**src/rtl/param_seq_alu.sv**
```systemverilog
// param_seq_alu: registered W-bit ALU with multi-cycle multiply and variable shift.
// Start/Busy/Done handshake; result and {Z,C,N,O} flags are written only on Done.
// Optional multiplier: define ALU_MUL_EN to include MULLO/MULHI and the MUL state.
//
// state | meaning
// ------+------------------------------------------------------------
// IDLE  | accepts Start; single-cycle ops complete from here
// MUL   | shift-add multiply, one multiplier bit per cycle (ALU_MUL_EN)
// SHIFT | LSLN/LSRN, one bit position per cycle
module param_seq_alu #(
  parameter int WIDTH = 16,
  parameter int SHW   = $clog2(WIDTH)
) (
  input  logic             Clock,
  input  logic             Reset,
  input  logic             Start,
  input  logic [4:0]       FunSel,
  input  logic [WIDTH-1:0] A,
  input  logic [WIDTH-1:0] B,
  input  logic             WF,
  output logic             Busy,
  output logic             Done,
  output logic [WIDTH-1:0] ALUOut,
  output logic [3:0]       FlagsOut
);

  localparam int CW = $clog2(WIDTH + 1);

  typedef enum logic [1:0] {
    S_IDLE  = 2'd0,
    S_MUL   = 2'd1,
    S_SHIFT = 2'd2
  } state_t;

  state_t state_q, state_d;

  logic [WIDTH-1:0] alu_out_q;
  logic [3:0]       flags_q;
  logic             done_q;
  logic [WIDTH-1:0] work_q;
  logic [CW-1:0]    cnt_q;
  logic             wf_q;
  logic             shl_q;

`ifdef ALU_MUL_EN
  logic [WIDTH-1:0] a_q;
  logic [WIDTH-1:0] hi_q;
  logic             mul_hi_q;
  logic [WIDTH:0]   mul_sum;
  logic [WIDTH-1:0] step_hi;
`endif

  logic [SHW-1:0]   sh_n;
  logic             is_mul;
  logic             is_shn;
  logic             cin;

  logic [WIDTH-1:0] sc_res;
  logic             sc_c;
  logic             sc_o;
  logic             sc_fw;
  logic [WIDTH:0]   sum_ext;

  logic [WIDTH-1:0] step_work;
  logic [WIDTH-1:0] fin_res;
  logic             fin_c;
  logic             fin_o;

  assign sh_n = B[SHW-1:0];
  assign cin  = flags_q[2];

`ifdef ALU_MUL_EN
  assign is_mul = (FunSel[4:1] == 4'b1000);
`else
  assign is_mul = 1'b0;
`endif
  // A shift by zero completes like a single-cycle op, so only n>0 enters SHIFT.
  assign is_shn = (FunSel[4:1] == 4'b1001) && (sh_n != '0);

  // State register.
  always_ff @(posedge Clock) begin
    if (Reset) state_q <= S_IDLE;
    else       state_q <= state_d;
  end

  // Next-state: leave MUL/SHIFT on the final iteration.
  always_comb begin
    state_d = state_q;
    case (state_q)
      S_IDLE: begin
        if (Start) begin
          if (is_mul)      state_d = S_MUL;
          else if (is_shn) state_d = S_SHIFT;
        end
      end
      S_MUL:   if (cnt_q == CW'(1)) state_d = S_IDLE;
      S_SHIFT: if (cnt_q == CW'(1)) state_d = S_IDLE;
      default: state_d = S_IDLE;
    endcase
  end

  // Outputs decoded from state.
  always_comb begin
    Busy = (state_q != S_IDLE);
  end

  // Single-cycle result and flag candidates, computed straight from the inputs at Start.
  always_comb begin
    sc_res  = A;
    sc_c    = cin;
    sc_o    = flags_q[0];
    sc_fw   = 1'b1;
    sum_ext = '0;
    case (FunSel)
      5'b00000: sc_res = A;
      5'b00001: sc_res = B;
      5'b00010: sc_res = ~A;
      5'b00011: sc_res = ~B;
      5'b00100: begin
        sum_ext = {1'b0, A} + {1'b0, B};
        sc_res  = sum_ext[WIDTH-1:0];
        sc_c    = sum_ext[WIDTH];
        sc_o    = (A[WIDTH-1] == B[WIDTH-1]) && (sc_res[WIDTH-1] != A[WIDTH-1]);
      end
      5'b00101: begin
        sum_ext = {1'b0, A} + {1'b0, B} + {{WIDTH{1'b0}}, cin};
        sc_res  = sum_ext[WIDTH-1:0];
        sc_c    = sum_ext[WIDTH];
        sc_o    = (A[WIDTH-1] == B[WIDTH-1]) && (sc_res[WIDTH-1] != A[WIDTH-1]);
      end
      5'b00110: begin
        sum_ext = {1'b0, A} - {1'b0, B};
        sc_res  = sum_ext[WIDTH-1:0];
        sc_c    = (A >= B);
        sc_o    = (A[WIDTH-1] != B[WIDTH-1]) && (sc_res[WIDTH-1] != A[WIDTH-1]);
      end
      5'b00111: sc_res = A & B;
      5'b01000: sc_res = A | B;
      5'b01001: sc_res = A ^ B;
      5'b01010: sc_res = ~(A & B);
      5'b01011: begin
        sc_res = {A[WIDTH-2:0], 1'b0};
        sc_c   = A[WIDTH-1];
      end
      5'b01100: begin
        sc_res = {1'b0, A[WIDTH-1:1]};
        sc_c   = A[0];
      end
      5'b01101: begin
        sc_res = {A[WIDTH-1], A[WIDTH-1:1]};
        sc_c   = A[0];
        sc_o   = 1'b0;
      end
      5'b01110: begin
        sc_res = {A[WIDTH-2:0], cin};
        sc_c   = A[WIDTH-1];
      end
      5'b01111: begin
        sc_res = {cin, A[WIDTH-1:1]};
        sc_c   = A[0];
      end
      // Zero-length LSLN/LSRN: pass A, carry untouched, Z/N still written.
      5'b10010, 5'b10011: sc_res = A;
      // Reserved codes (and MULLO/MULHI without the multiplier): pass A, no flag write.
      default: begin
        sc_res = A;
        sc_fw  = 1'b0;
      end
    endcase
  end

  // One iteration of the running multi-cycle op, plus the result/flags if it is the last.
  always_comb begin
    step_work = work_q;
    fin_res   = work_q;
    fin_c     = cin;
    fin_o     = flags_q[0];
`ifdef ALU_MUL_EN
    mul_sum = {1'b0, hi_q} + (work_q[0] ? {1'b0, a_q} : {(WIDTH+1){1'b0}});
    step_hi = mul_sum[WIDTH:1];
`endif
    if (state_q == S_MUL) begin
`ifdef ALU_MUL_EN
      step_work = {mul_sum[0], work_q[WIDTH-1:1]};
      fin_res   = mul_hi_q ? step_hi : step_work;
      fin_c     = mul_hi_q ? 1'b0 : (step_hi != '0);
`endif
    end else if (shl_q) begin
      step_work = {work_q[WIDTH-2:0], 1'b0};
      fin_res   = step_work;
      fin_c     = work_q[WIDTH-1];
    end else begin
      step_work = {1'b0, work_q[WIDTH-1:1]};
      fin_res   = step_work;
      fin_c     = work_q[0];
    end
  end

  // Datapath registers: operand capture at Start, iteration, result and flag write on Done.
  always_ff @(posedge Clock) begin
    if (Reset) begin
      alu_out_q <= '0;
      flags_q   <= 4'b0000;
      done_q    <= 1'b0;
      work_q    <= '0;
      cnt_q     <= '0;
      wf_q      <= 1'b0;
      shl_q     <= 1'b0;
`ifdef ALU_MUL_EN
      a_q       <= '0;
      hi_q      <= '0;
      mul_hi_q  <= 1'b0;
`endif
    end else begin
      done_q <= 1'b0;
      case (state_q)
        S_IDLE: begin
          if (Start) begin
            wf_q <= WF;
            if (is_mul) begin
`ifdef ALU_MUL_EN
              a_q      <= A;
              work_q   <= B;
              hi_q     <= '0;
              mul_hi_q <= FunSel[0];
              cnt_q    <= CW'(WIDTH);
`endif
            end else if (is_shn) begin
              work_q <= A;
              shl_q  <= ~FunSel[0];
              cnt_q  <= CW'(sh_n);
            end else begin
              alu_out_q <= sc_res;
              done_q    <= 1'b1;
              if (WF && sc_fw)
                flags_q <= {(sc_res == '0), sc_c, sc_res[WIDTH-1], sc_o};
            end
          end
        end
        S_MUL, S_SHIFT: begin
          work_q <= step_work;
`ifdef ALU_MUL_EN
          hi_q   <= step_hi;
`endif
          cnt_q  <= cnt_q - CW'(1);
          if (cnt_q == CW'(1)) begin
            alu_out_q <= fin_res;
            done_q    <= 1'b1;
            if (wf_q)
              flags_q <= {(fin_res == '0), fin_c, fin_res[WIDTH-1], fin_o};
          end
        end
        default: ;
      endcase
    end
  end

  assign Done     = done_q;
  assign ALUOut   = alu_out_q;
  assign FlagsOut = flags_q;

endmodule

```
**config.mk**
```make
export PLATFORM = sky130hd
export DESIGN_NAME = param_seq_alu
export DESIGN_NICKNAME = d
export VERILOG_FILES = /design/src/rtl/param_seq_alu.sv
export SDC_FILE = /design/constraint.sdc
export NUM_CORES = 1
export LEC_CHECK = 0
export BUFFER_PORTS_ARGS = -buffer_cell sky130_fd_sc_hd__buf_2
export CAP_MARGIN = 5
export CORE_UTILIZATION = 50
export DETAILED_ROUTE_END_ITERATION = 16
export PLACE_DENSITY_LB_ADDON = 0.3
export SETUP_SLACK_MARGIN = 0.15
export SLEW_MARGIN = 20
export SYNTH_ARGS = -nofsm -noshare
export SYNTH_HDL_FRONTEND = slang
export SYNTH_SLANG_ARGS = --single-unit
```
**constraint.sdc**
```tcl
create_clock -name Clock -period 3.6 [get_ports Clock]
set_clock_uncertainty 0.1 [all_clocks]
set_input_delay 0.36 -clock Clock [delete_from_list [all_inputs] [get_ports Clock]]
set_output_delay 0.36 -clock Clock [all_outputs]
set_load 0.05 [all_outputs]
```
; Word-level counts from Yosys, hierarchy flattened
; Index checks and enable logic that the tools add are counted.
[totals]
reg_bits = 46
elab_cells = 115
latchBits = 0
out_inout_bits = 22
inputBits = 41
rom_bits = 0
ramBits = 0
mem_count = 0
[classes]
order_cmp = 1
eq_ne = 34
reduce_logical = 25
n_addsub = 4
shifts = 0
div_mod_pow = 0
bitwise_logic = 9
muxes = 32
multipliers = 0
[op_table]
columns = cell, count
row1 = $pmux W16 S15, 1
row2 = $mux W16, 7
row3 = $pmux W16 S2, 2
row4 = $not A16 Y16, 3
row5 = $eq A5 B4 Y1 const B, 8
row6 = $logic_not A16 Y1, 2
row7 = $eq A5 B3 Y1 const B, 4
row8 = $mux W4, 5
row9 = $reduce_or A18 Y1, 1
row10 = $add A16 B16 Y17, 1
row11 = $add A17 B1 Y17, 1
row12 = $and A16 B16 Y16, 1
row13 = $ge A16 B16 Y1, 1
row14 = $or A16 B16 Y16, 1
row15 = $sub A16 B16 Y16, 1
row16 = $xor A16 B16 Y16, 1
row17 = $reduce_and A6 Y1, 2
row18 = $eq A5 B1 Y1 const B, 2
row19 = $eq A5 B2 Y1 const B, 2
row20 = $eq A5 B5 Y1 const B, 2
row21 = $mux W5, 2
row22 = $ne A2 B2 Y1 const B, 5
row23 = $pmux W5 S2, 1
row24 = $reduce_and A3 Y1, 3
row25 = other kinds (26), 46

; Depth between registers and ports, before layout
[depth]
word_depth = 9
mapped_depth = 15
ltp_nobuf = 15

; Least setup slack after synthesis
; OpenSTA, ideal clock, no wires.
[synth_timing]
path_kind = input port to flip-flop
start = input port A[0]
end = register flags_q[2] (netlist: FlagsOut[2])
setup_slack_ns = -0.200
path_stages = 13
n_path_buf = 0
arrival_ns = 3.629
path_cell_list = ha_1 inv_1 fa_1 nand2b_4 a2111o_1 a32o_1 nor4_4 o2111ai_2 or2_1 or4_1 a22o_1 a221o_1 a21oi_1
[synth_via]
elab_chain_len = 7
[synth_lines]
columns = element, line
row1 = start: declaration, 18  ; input logic [WIDTH-1:0] A,
row2 = $add A16 B16 Y17, "120, 126"
row3 = $add A17 B1 Y17, 126  ; sum_ext = {1'b0, A} + {1'b0, B} + {{WIDTH{1'b0}}, cin};
row4 = $pmux W1 S5 *, 114  ; case (FunSel)
row5 = $mux W4 *, 235  ; if (WF && sc_fw)
row6 = $mux W4 *, 228  ; end else if (is_shn) begin
row7 = $mux W4 *, 218  ; if (Start) begin
row8 = $pmux W4 S2 *, 216  ; case (state_q)
row9 = end signal: assignment, 236  ; flags_q <= {(sc_res == '0), sc_c, sc_res[WIDTH-1], sc_o};
row10 = end signal: assignment, 250  ; flags_q <= {(fin_res == '0), fin_c, fin_res[WIDTH-1], fin_o};
row11 = end: declaration, 38  ; logic [3:0] flags_q;
; Mark *: on every way between the ends. The rest lies on a longest branch, timed or not. The select of a mux whose other input is x is not followed.
; A chain may end at the register's enable or synchronous reset.

; Final worst setup path
; Same ends and word-level chain as after synthesis.

==> flow_summary.ini <==
[status]
result_of_the_run = complete, no violations

[cells_and_area]
final_layout_size_suffix_gt1_share_pct = 25.02
instances_no_fill = 1279
multiInputGateArea_um2 = 5159
area_growth_syn_to_layout_pct = 29.50
finish.net_count = 1205
register_area_um2 = 900.9
filler_cell_count = 1160
antenna_cells_inserted = 0

[placed_design]
port_buffers = 62
post-place-cells = 1266
dp_slack_ns = -0.2947
dpl.hpwl_um = 20670
place.gp.congestion = 1.070

[critical_path]
ff2ff_path_depth = 12
r2r_setup_slack_ns = 0.73
critical_path.reg2reg.endpoint = FlagsOut[3]
critical_path_buf_inv_count = 2
worst_setup_path_start_kind = input port
worstSetupEndpointType = register
timing.critical_path.max_delay_family = compound AO/OA/AOI/OAI gates
worst_setup_path_startpoint = A[0]
critPathMaxFanout = 2
critical-path-max-stage-delay_ns = 0.52
worst_setup_path_type = input port to register
cp_data_arrival_time_ns = 3.66
crit_path_cell_trace = buf_8, ha_4, inv_2, fa_2, nand2b_4, a2111o_1, a32o_2, nor4_4, o2111ai_2, or2_1, or4_4, a22o_1, a221o_1, a21oi_1
worst-endpoint-required_ns = 3.72
crit-reg2reg-launch = FlagsOut[2]
crit_slowest_cell = sky130_fd_sc_hd__or4_4

[global_route]
globalRouteTotalUtil_pct = 39.82
first_pass_grt_wire_length_um = 40620
first_global_vias = 7496
grt-ovfl-total = 0
antenna_found_initial = 1
pin_count_of_the_biggest_net_entering_global_routing = 47

[synthesis]
syn-instance-count = 925
yosysSeqAreaShare_pct = 13.98
synthFlopType = sky130_fd_sc_hd__dfxtp_1
synth.ff_latch_count = 45
netlist_top_cells_count = 103 x sky130_fd_sc_hd__nand2_1, 89 x sky130_fd_sc_hd__nor2_1, 59 x sky130_fd_sc_hd__a21oi_1
synth_top_area_cell = sky130_fd_sc_hd__dfxtp_1
mapped_cell_area_um2 = 6442
ys_types = 82
synth-edff-count = 0
yosys-top-cells-area = sky130_fd_sc_hd__dfxtp_1 14%, sky130_fd_sc_hd__ha_1 11%, sky130_fd_sc_hd__nand2_1 6.0%
synthesis.nets = 1024
synth_most_common_cell = sky130_fd_sc_hd__nand2_1
warnings_from_yosys = 0
synthArstFlopShare_pct = 0
postSynthAreaPerCell_um2 = 6.965
synth_top_cell_area_share_pct = 13.98

[sta]
setup_viol = 0
hold_violations = 0
worst-slew-pin-transition_ns = 0.9921
final-max-slew-violation-count = 0
final.period_utilization_pct = 98.21
setup_repair_after_global_routing_missed_its_margin = yes
max_freq_mhz = 282.8
worst_hold_slack_ns = 0.2403
worst_slack_ns = 0.06442
final_period_minus_worst_setup_slack_ns = 3.536
max_slew_margin_pct = 33.77

[cts]
cts.sink_count = 45
root_buffer = sky130_fd_sc_hd__clkbuf_16
clockBufferDepth = 2
clkLatencyLatePin_ns = 0.29
cts_inserted_buffers = 5
cts.htree.levels = 2
cts_tree = built
clk_transition_reported_paths_ns = 0.06

[min_path]
hp-start = WF
worst_hold_path_type = input port to register
count_of_cells_along_the_worst_hold_path = 3
min_to = wf_q

[flow_run]
max-cap-violations = 0

[floorplanning]
placeableCoreArea_um2 = 12570
dieHeight_um = 115.5
floorplan.initialDensity_pct = 51.26
die_w_um = 115.5
floorplan.die_area_um2 = 13340
pin_count = 63
row_count = 41

[power]
p_leak_uw = 0.003647
vdd.ir_drop.worst_mv = 0.1920
report.power.total_uw = 2214
power_per_cell_area_nw_per_um2 = 265.4

[routing]
drt_iter0_markers = 1039
met3_wirelength_um = 2890
drtPass1Iterations = 7
drt-met1-wl_um = 10550
drc = 0
routed-via-count = 8229
detailroute.wirelength.met2_um = 11670
avgRoutedWirePerCell_um = 20.71
via_per_inst = 6.434
final_antenna_net_count = 0
wl_um = 26490
highest-signal-layer = met5
placed cells by master, fill, tap and decap left out, types with 7 or more instances in the layout:
master                      count
sky130_fd_sc_hd__a211o_1        9
sky130_fd_sc_hd__nand3_1       21
sky130_fd_sc_hd__nor3b_1       10
sky130_fd_sc_hd__a221oi_1      14
sky130_fd_sc_hd__o2111ai_1      7
sky130_fd_sc_hd__nand2_1      103
sky130_fd_sc_hd__o31ai_1        7
sky130_fd_sc_hd__buf_4        179
sky130_fd_sc_hd__nor2b_1       12
sky130_fd_sc_hd__buf_2         60
sky130_fd_sc_hd__a311oi_1       9
sky130_fd_sc_hd__a21o_1        12
sky130_fd_sc_hd__xnor2_1       24
sky130_fd_sc_hd__o221ai_1      13
sky130_fd_sc_hd__inv_1         54
sky130_fd_sc_hd__nand4_1       15
sky130_fd_sc_hd__and3_1        11
sky130_fd_sc_hd__a211oi_1      39
sky130_fd_sc_hd__o21ai_0       26
sky130_fd_sc_hd__o211ai_1      13
sky130_fd_sc_hd__nand2b_1       9
sky130_fd_sc_hd__mux2i_1       19
sky130_fd_sc_hd__a21oi_1       58
sky130_fd_sc_hd__a31oi_1       10
sky130_fd_sc_hd__o22ai_1        9
sky130_fd_sc_hd__nor2_1        88
sky130_fd_sc_hd__nor4_1        11
sky130_fd_sc_hd__ha_1          55
sky130_fd_sc_hd__dfxtp_1       45
sky130_fd_sc_hd__nor3_1        29
cells by family (layout without fill, tap and decap cells):
kind of cell | count (synthesis) | in the layout | share of synthesized area [%]
simple gates | 351 | 351 | 26.90
compound gates | 299 | 299 | 33.42
fa+ha+maj | 58 | 58 | 11.50
buf+inv | 125 | 307 | 7.438
mux | 19 | 19 | 2.952
flops | 45 | 45 | 13.98
xor+xnor | 28 | 28 | 3.806
sequential cells by signal (all words and copies together), names as in the netlist:
signal	flops
shl_q	1
FlagsOut	4
ALUOut	16
Done	1
wf_q	1
work_q	16
cnt_q	5
state_q	1
worst max path at each step:
stage | endpoint | slack (ns) | cells after the start
6_report | FlagsOut[2] | 0.06 | 14
5_1_grt | FlagsOut[2] | -0.02 | 14
4_1_cts | FlagsOut[2] | 0.02 | 14
3_5_place_dp | FlagsOut[2] | -0.29 | 14
3_3_place_gp | FlagsOut[2] | -0.25 | 14
2_1_floorplan | FlagsOut[2] | -0.12 | 13
tightest hold or removal path: cells and delay by family:
kind                   cells  cell delay, ns
buffers and inverters      1            0.10
muxes                      1            0.06
and+or+nand+nor            1            0.08
where the power goes:
group          internal, µW  switching [µW]  total, µW
clock                   347             193        540
combinational           467             663       1130
sequential              525            19.7        544
total                  1340             875       2210
final cells by class:
class / count / area share, %
multi-input combinational: 755 / 61.83
sequential: 45 / 10.80
inverter: 57 / 2.564
tap: 172 / 2.579
clock buffer: 7 / 1.710
clock inverter: 1 / 0.3599
timing repair buffer: 242 / 20.16
stage by stage:
stage / util (%) / setup TNS, ns / instance area, µm²
5_1_grt: 66.38 / -0.02244 / 8343
2_1_floorplan: - / -0.1156 / 6459
4_1_cts: 65.38 / 0 / 8217
6_report: 66.38 / 0 / 8343
3_3_place_gp: 63.91 / -0.6661 / 8033
3_5_place_dp: 63.93 / -0.9519 / 8035
per-layer routing:
metal	vias to the layer above	GRT usage, %
li1	3820	-
met1	3748	51.40
met2	547	63.87
met3	112	6.433
met4	2	20.69
met5	-	0
what timing repair did:
action                     in CTS  in global routing
setup endpoints to repair       3                 13
buffers inserted                1                  4
hold endpoints to repair        0                  0
pin swaps                       1                  7
gates cloned                    0                  0
resized for setup               1                 21
hold buffers                    0                  0
Note: power is estimated with default switching activity, not from simulation.
